$ cat src/rtl/chameleon_usart_pkg.sv
// Shared types and constants for the Chameleon serial receive path.
// Holds the FSM state encoding and the 8N1 framing levels.
package chameleon_usart_pkg;

    typedef enum logic [1:0] {
        ST_IDLE   = 2'd0,
        ST_DATA   = 2'd1,
        ST_PARITY = 2'd2,
        ST_STOP   = 2'd3
    } rx_state_t;

    localparam int   DATA_BITS   = 8;
    localparam logic START_LEVEL = 1'b0;
    localparam logic STOP_LEVEL  = 1'b1;

endpackage

$ cat src/rtl/chameleon_sync_fifo.sv
// Generic synchronous first-word-fall-through FIFO with occupancy outputs.
// Latency: a pushed word is visible at pop_dat the cycle after the push.
// Backpressure: a push while full is accepted only with a same-cycle pop, otherwise ignored.
module chameleon_sync_fifo #(
    parameter int W  = 8,
    parameter int AW = 2
) (
    input  logic          clk,
    input  logic          reset_n,
    input  logic          push,
    input  logic [W-1:0]  push_dat,
    input  logic          pop,
    output logic [W-1:0]  pop_dat,
    output logic          empty,
    output logic          full,
    output logic [AW:0]   level,
    output logic [AW:0]   level_nxt
);

    localparam logic [AW:0] DEPTH = (AW+1)'(2**AW);

    logic [W-1:0]  mem_q [2**AW];
    logic [AW-1:0] wr_ptr_q, wr_ptr_d;
    logic [AW-1:0] rd_ptr_q, rd_ptr_d;
    logic [AW:0]   count_q, count_d;
    logic          do_push, do_pop;

    assign empty     = (count_q == '0);
    assign full      = (count_q == DEPTH);
    assign level     = count_q;
    assign level_nxt = count_d;
    // Head is forced to zero while empty so the unreset storage never leaks out.
    assign pop_dat   = empty ? '0 : mem_q[rd_ptr_q];

    always_comb begin
        do_pop   = pop & ~empty;
        do_push  = push & (~full | do_pop);
        wr_ptr_d = wr_ptr_q + AW'(do_push);
        rd_ptr_d = rd_ptr_q + AW'(do_pop);
        count_d  = count_q + (AW+1)'(do_push) - (AW+1)'(do_pop);
    end

    always_ff @(posedge clk or negedge reset_n) begin
        if (!reset_n) begin
            wr_ptr_q <= '0;
            rd_ptr_q <= '0;
            count_q  <= '0;
        end else begin
            wr_ptr_q <= wr_ptr_d;
            rd_ptr_q <= rd_ptr_d;
            count_q  <= count_d;
        end
    end

    always_ff @(posedge clk) begin
        if (do_push) mem_q[wr_ptr_q] <= push_dat;
    end

endmodule

$ cat src/rtl/chameleon_usart_rx.sv
// Synchronous 8N1 receiver (even parity when CHAMELEON_USART_RX_PARITY_EN is defined) into a FWFT FIFO.
// Latency: serial_clk rise to sample event 3 clk; stop-bit sample to rd_valid 1 clk.
// Backpressure: cts_n rises at CTS_THRESHOLD; bytes arriving while full are dropped with an overrun pulse.
module chameleon_usart_rx
    import chameleon_usart_pkg::*;
#(
    parameter int FIFO_AW        = 2,
    parameter int TIMEOUT_CYCLES = 1023,
    parameter int CTS_THRESHOLD  = 3
) (
    input  logic               clk,
    input  logic               reset_n,
    input  logic               serial_clk,
    input  logic               serial_rxd,
    input  logic               rd_en,
    output logic [7:0]         rd_data,
    output logic               rd_valid,
    output logic [FIFO_AW:0]   level,
    output logic               cts_n,
    output logic               frame_err,
    output logic               overrun,
    output logic               timeout
);

    localparam int           TW   = $clog2(TIMEOUT_CYCLES + 1);
    localparam logic [TW-1:0] TMAX = TW'(TIMEOUT_CYCLES);
    localparam logic [2:0]   LAST_BIT = 3'(DATA_BITS - 1);

    logic sclk_s1_q, sclk_s2_q, sclk_prev_q, se_q;
    logic rxd_s1_q, rxd_s2_q, rxd_q;

    rx_state_t              state_q, state_d;
    logic [2:0]             bitcnt_q, bitcnt_d;
    logic [DATA_BITS-1:0]   shreg_q, shreg_d;
    logic [TW-1:0]          timer_q, timer_d;
    logic                   frame_err_q, frame_err_d;
    logic                   overrun_q, overrun_d;
    logic                   timeout_q, timeout_d;
    logic                   cts_n_q, cts_n_d;
    logic                   fifo_push, fifo_pop, fifo_empty, fifo_full;
    logic [FIFO_AW:0]       fifo_level_nxt;
`ifdef CHAMELEON_USART_RX_PARITY_EN
    logic                   parity_err_q, parity_err_d;
`endif

    // Synchronisers idle high so a held-high line never looks like a start bit.
    always_ff @(posedge clk or negedge reset_n) begin
        if (!reset_n) begin
            sclk_s1_q   <= 1'b1;
            sclk_s2_q   <= 1'b1;
            sclk_prev_q <= 1'b1;
            rxd_s1_q    <= 1'b1;
            rxd_s2_q    <= 1'b1;
            rxd_q       <= 1'b1;
            se_q        <= 1'b0;
        end else begin
            sclk_s1_q   <= serial_clk;
            sclk_s2_q   <= sclk_s1_q;
            sclk_prev_q <= sclk_s2_q;
            rxd_s1_q    <= serial_rxd;
            rxd_s2_q    <= rxd_s1_q;
            rxd_q       <= rxd_s2_q;
            se_q        <= sclk_s2_q & ~sclk_prev_q;
        end
    end

    always_comb begin
        state_d     = state_q;
        bitcnt_d    = bitcnt_q;
        shreg_d     = shreg_q;
        timer_d     = timer_q;
        fifo_push   = 1'b0;
        frame_err_d = 1'b0;
        timeout_d   = 1'b0;
`ifdef CHAMELEON_USART_RX_PARITY_EN
        parity_err_d = parity_err_q;
`endif
        if (state_q == ST_IDLE || se_q) timer_d = '0;
        else if (timer_q != TMAX)       timer_d = timer_q + 1'b1;

        // A real edge wins over an expiring timer in the same cycle.
        if (se_q) begin
            case (state_q)
                ST_IDLE: begin
                    if (rxd_q == START_LEVEL) begin
                        state_d  = ST_DATA;
                        bitcnt_d = '0;
                    end
                end
                ST_DATA: begin
                    shreg_d  = {rxd_q, shreg_q[DATA_BITS-1:1]};
                    bitcnt_d = bitcnt_q + 1'b1;
                    if (bitcnt_q == LAST_BIT) begin
`ifdef CHAMELEON_USART_RX_PARITY_EN
                        state_d = ST_PARITY;
`else
                        state_d = ST_STOP;
`endif
                    end
                end
`ifdef CHAMELEON_USART_RX_PARITY_EN
                ST_PARITY: begin
                    parity_err_d = ^{shreg_q, rxd_q};
                    state_d      = ST_STOP;
                end
`endif
                ST_STOP: begin
                    state_d = ST_IDLE;
`ifdef CHAMELEON_USART_RX_PARITY_EN
                    if (rxd_q == STOP_LEVEL && !parity_err_q) fifo_push   = 1'b1;
`else
                    if (rxd_q == STOP_LEVEL)                  fifo_push   = 1'b1;
`endif
                    else                                      frame_err_d = 1'b1;
                end
                default: state_d = ST_IDLE;
            endcase
        end else if (state_q != ST_IDLE && timer_q == TMAX) begin
            timeout_d = 1'b1;
            state_d   = ST_IDLE;
        end

        fifo_pop  = rd_en & ~fifo_empty;
        overrun_d = fifo_push & fifo_full & ~fifo_pop;
        cts_n_d   = (fifo_level_nxt >= (FIFO_AW+1)'(CTS_THRESHOLD));
    end

    always_ff @(posedge clk or negedge reset_n) begin
        if (!reset_n) begin
            state_q     <= ST_IDLE;
            bitcnt_q    <= '0;
            shreg_q     <= '0;
            timer_q     <= '0;
            frame_err_q <= 1'b0;
            overrun_q   <= 1'b0;
            timeout_q   <= 1'b0;
            cts_n_q     <= 1'b0;
`ifdef CHAMELEON_USART_RX_PARITY_EN
            parity_err_q <= 1'b0;
`endif
        end else begin
            state_q     <= state_d;
            bitcnt_q    <= bitcnt_d;
            shreg_q     <= shreg_d;
            timer_q     <= timer_d;
            frame_err_q <= frame_err_d;
            overrun_q   <= overrun_d;
            timeout_q   <= timeout_d;
            cts_n_q     <= cts_n_d;
`ifdef CHAMELEON_USART_RX_PARITY_EN
            parity_err_q <= parity_err_d;
`endif
        end
    end

    chameleon_sync_fifo #(
        .W  (DATA_BITS),
        .AW (FIFO_AW)
    ) u_fifo (
        .clk       (clk),
        .reset_n   (reset_n),
        .push      (fifo_push),
        .push_dat  (shreg_q),
        .pop       (rd_en),
        .pop_dat   (rd_data),
        .empty     (fifo_empty),
        .full      (fifo_full),
        .level     (level),
        .level_nxt (fifo_level_nxt)
    );

    assign rd_valid  = ~fifo_empty;
    assign cts_n     = cts_n_q;
    assign frame_err = frame_err_q;
    assign overrun   = overrun_q;
    assign timeout   = timeout_q;

endmodule

$ cat config.mk
export PLATFORM = sky130hd
export DESIGN_NAME = chameleon_usart_rx
export DESIGN_NICKNAME = d
export VERILOG_FILES = /design/src/rtl/chameleon_usart_pkg.sv /design/src/rtl/chameleon_sync_fifo.sv /design/src/rtl/chameleon_usart_rx.sv
export SDC_FILE = /design/constraint.sdc
export NUM_CORES = 1
export LEC_CHECK = 0
export BUFFER_PORTS_ARGS = -buffer_cell sky130_fd_sc_hd__buf_2
export CORE_ASPECT_RATIO = 0.8
export CORE_UTILIZATION = 55
export CTS_CLUSTER_DIAMETER = 60
export CTS_CLUSTER_SIZE = 12
export DETAILED_ROUTE_END_ITERATION = 8
export HOLD_SLACK_MARGIN = 0.06
export PLACE_DENSITY = 0.74
export SYNTH_ARGS = -nofsm -noshare
export SYNTH_HDL_FRONTEND = slang
export SYNTH_SLANG_ARGS = --single-unit
$ cat constraint.sdc
create_clock -name clk -period 6.3 [get_ports clk]
set_clock_uncertainty 0.1 [all_clocks]
set_input_delay 0.315 -clock clk [delete_from_list [all_inputs] [get_ports clk]]
set_output_delay 0.315 -clock clk [all_outputs]
set_load 0.05 [all_outputs]
==> out/metrics.cfg <==
[status]
run_status=finished with violations
failing_checks=DRC

[place]
preCtsSetupSlack_ns=3.61
dp_hpwl_mm=3.05
buffer_ports.inserted=20
gp_congestion=0.700

[timing]
max_slew_margin_pct=40.0
hold_viol=0
final_critical_path_setup_slack_ns=3.62
fmax_ghz=0.373
final.setup.tns_ns=0
timing.final.max_slew_violations=0
worstMarginPinSlew_ns=0.900
report.final.setup_viol=0
final_min_period_over_clock_period_pct=42.6
rsz0062_at_grt=false
timing.final.crit_period_ns=2.68

[routing]
drt-wirelength-per-cell_um=15.0
drt_first_pass_iters=6
route.detailed.vias_per_inst=5.48
residual_drc_count=4
drt_iter0_markers=80
detail-route-antenna-nets=0
routed-via-count=1660
wl_mm=4.55

[yosys]
postSynthRegisterBits=73
synthArstFlopShare_pct=56.2
yosys.cell_count.top_type=dfrtp_1
syn_avg_cell_area_um2=14.3
synth_largest_type_area_fraction_pct=32.0
synthesis.nets=221
ys_seq_area_share_pct=66.5
synth_top_cells_by_count=35 x dfrtp_1, 32 x edfxtp_1, 28 x nand2_1
synth_ff_type=dfrtp_1
yosys.cell_types.count=43
ys_warn_count=0
netlist.top_cell.by_area=edfxtp_1
number_of_enable_type_register_cells_in_the_synthesized_netlist=32
post_synth_main_area_contributors=edfxtp_1 32%, dfrtp_1 29%, mux4_2 6.0%
syn-instance-count=209
synth.cell_area_um2=3000

[cts]
cts.root.buffer_cell=clkbuf_8
clkLatencyLatePin_ns=0.34
post-cts-setup-buffers=0
cts.htree.levels=3
cts_tree=yes
clockBufferDepth=2
post_cts_resize_count=0
numCtsBuffers=9
worst_setup_hold_path_clk_slew_ns=0.08
cts_hold_buf=3
clk_sink_count=73

[pwr]
share_seq_of_total_power_pct=43.7
p_int_mw=0.964
swShare_pct=34.5
comb_power_share_pct=28.2
pwr-share-clk_pct=28.0
power_leakage_nw=1.44
power.switching_mw=0.508
power_density_nw_per_um2=433
vdd_drop_max_mv=0.227
power.total_mw=1.47

[critical_path]
critPathLaunchType=flop
crit_arrival_ns=2.82
critical_path_peak_fanout=10
crit_end_element=flop
criticalPathCategory=flop to flop
timing.critical_path.required_ns=6.44

[cells_and_area]
area_growth_pct=13.5
number_of_antenna_cells_inserted=0
fraction_of_final_layout_cells_with_drive_strength_greater_than_1_pct=24.9
fin_nets=248

[die]
fp.dieW_um=84.6
fp.dieArea_um2=5750
core-area_um2=5120
floorplan.initialDensity_pct=58.5
std_cell_rows=23
io-pin-count=21
die_y_um=68.1

[global_route]
antenna_found_initial=0
grt_pass1_vias=1662
maximum_number_of_pins_on_one_net_before_global_route_repair=42
grt_overflow_total=0
global_route.usage.total_pct=18.9
grt_pass1_wl_mm=7.82

[run]
cap_viol_max_count=0

[hold_path]
hold_path.class=primary input to flop

[critical path, stage by stage, from the launching register on]
cell	delay [ns]
dfrtp_1	0.40
or3_1	0.52
and2_4	0.24
ha_1	0.27
inv_1	0.04
ha_1	0.19
fa_1	0.38
xnor2_1	0.15
xnor2_1	0.14
a21o_1	0.15
[final cells by class]
type / count / area [um^2]
Multi-Input combinational cell: 122 / 925
Clock inverter: 1 / 6.26
Sequential cell: 73 / 1990
Timing Repair Buffer: 24 / 138
Inverter: 6 / 22.5
Clock buffer: 15 / 240
Fill cell: 372 / 1720
Tap cell: 62 / 77.6
[worst paths after layout]
path | startpoint | endpoint | slack [ns] | cells after the start
max | u_fifo.level[1] | cts_n | 3.62 | 9
min | rd_en | overrun | 0.19 | 3
max reg2reg | u_fifo.level[1] | cts_n | 3.62 | 9
min reg2reg | rxd_s2_q | rxd_q | 0.26 | 0
max in group asynchronous | reset_n | shreg_q[6] | 4.99 | 2
min in group asynchronous | reset_n | u_fifo.rd_ptr_q[0] | 0.53 | 2
[layout by cell type (no fill, tap or decap), drive strengths merged, types with 2 or more instances in the layout]
| cell type | instances |
|---|---|
| a211oi | 2 |
| a21oi | 4 |
| a22o | 2 |
| a311oi | 2 |
| a31oi | 4 |
| and2 | 10 |
| and3 | 5 |
| and4 | 3 |
| buf | 21 |
| clkbuf | 15 |
| dfrtp | 35 |
| dfstp | 6 |
| dlygate4sd3 | 3 |
| edfxtp | 32 |
| ha | 6 |
| inv | 7 |
| mux4 | 8 |
| nand2 | 29 |
| nand2b | 2 |
| nand3 | 4 |
| nand4 | 2 |
| nor2 | 10 |
| nor2b | 4 |
| nor3 | 2 |
| o21ai | 6 |
| xnor2 | 5 |
| xor2 | 2 |
[through the flow]
step / cells / area (um^2) / hold WS [ns] / utilization [%]
CTS: 303 / 3400 / 0.184 / 66.4
global placement: 284 / 3130 / 0.247 / 61.0
floorplan: 209 / 3000 / -0.0806 / -
global route: 303 / 3400 / 0.218 / 66.4
detailed placement: 284 / 3130 / 0.247 / 61.0
finish: 303 / 3400 / 0.194 / 66.4
[power by group through the flow]
stage / logic (mW) / registers (mW) / clock network [mW]
final: 0.416 / 0.644 / 0.412
after global routing: 0.452 / 0.657 / 0.439
after CTS: 0.421 / 0.647 / 0.424
after detailed placement: 0.419 / 0.657 / 0
after global placement: 0.412 / 0.652 / 0
after floorplan: 0.329 / 0.657 / 0
[cells by family (layout without fill, tap and decap cells)]
family / count (synthesis) / count (layout) / synth area share (%)
mux: 9 / 9 / 6.51
compound gates: 23 / 23 / 5.34
xor+xnor: 7 / 7 / 2.04
buf+inv: 14 / 46 / 2.67
flops: 73 / 73 / 66.5
fa+ha+maj: 7 / 7 / 3.17
simple gates: 76 / 76 / 13.8
[metal layers]
layer	vias up	track usage [%]	share of wire, %
met5	-	0	0
met4	0	7.63	1.6
met3	7	6.88	4.3
met2	30	30.3	48
met1	818	24.1	46
li1	805	-	-
[state kept, by name (all words and copies together), names as in the netlist, 2 cells and up]
register / count
shreg_q: 8
u_fifo.rd_ptr_q: 2
bitcnt_q: 3
state_q: 2
timer_q: 10
u_fifo.mem_q: 32
u_fifo.wr_ptr_q: 2
u_fifo.level: 3
Note: power is estimated with default switching activity, not from simulation.
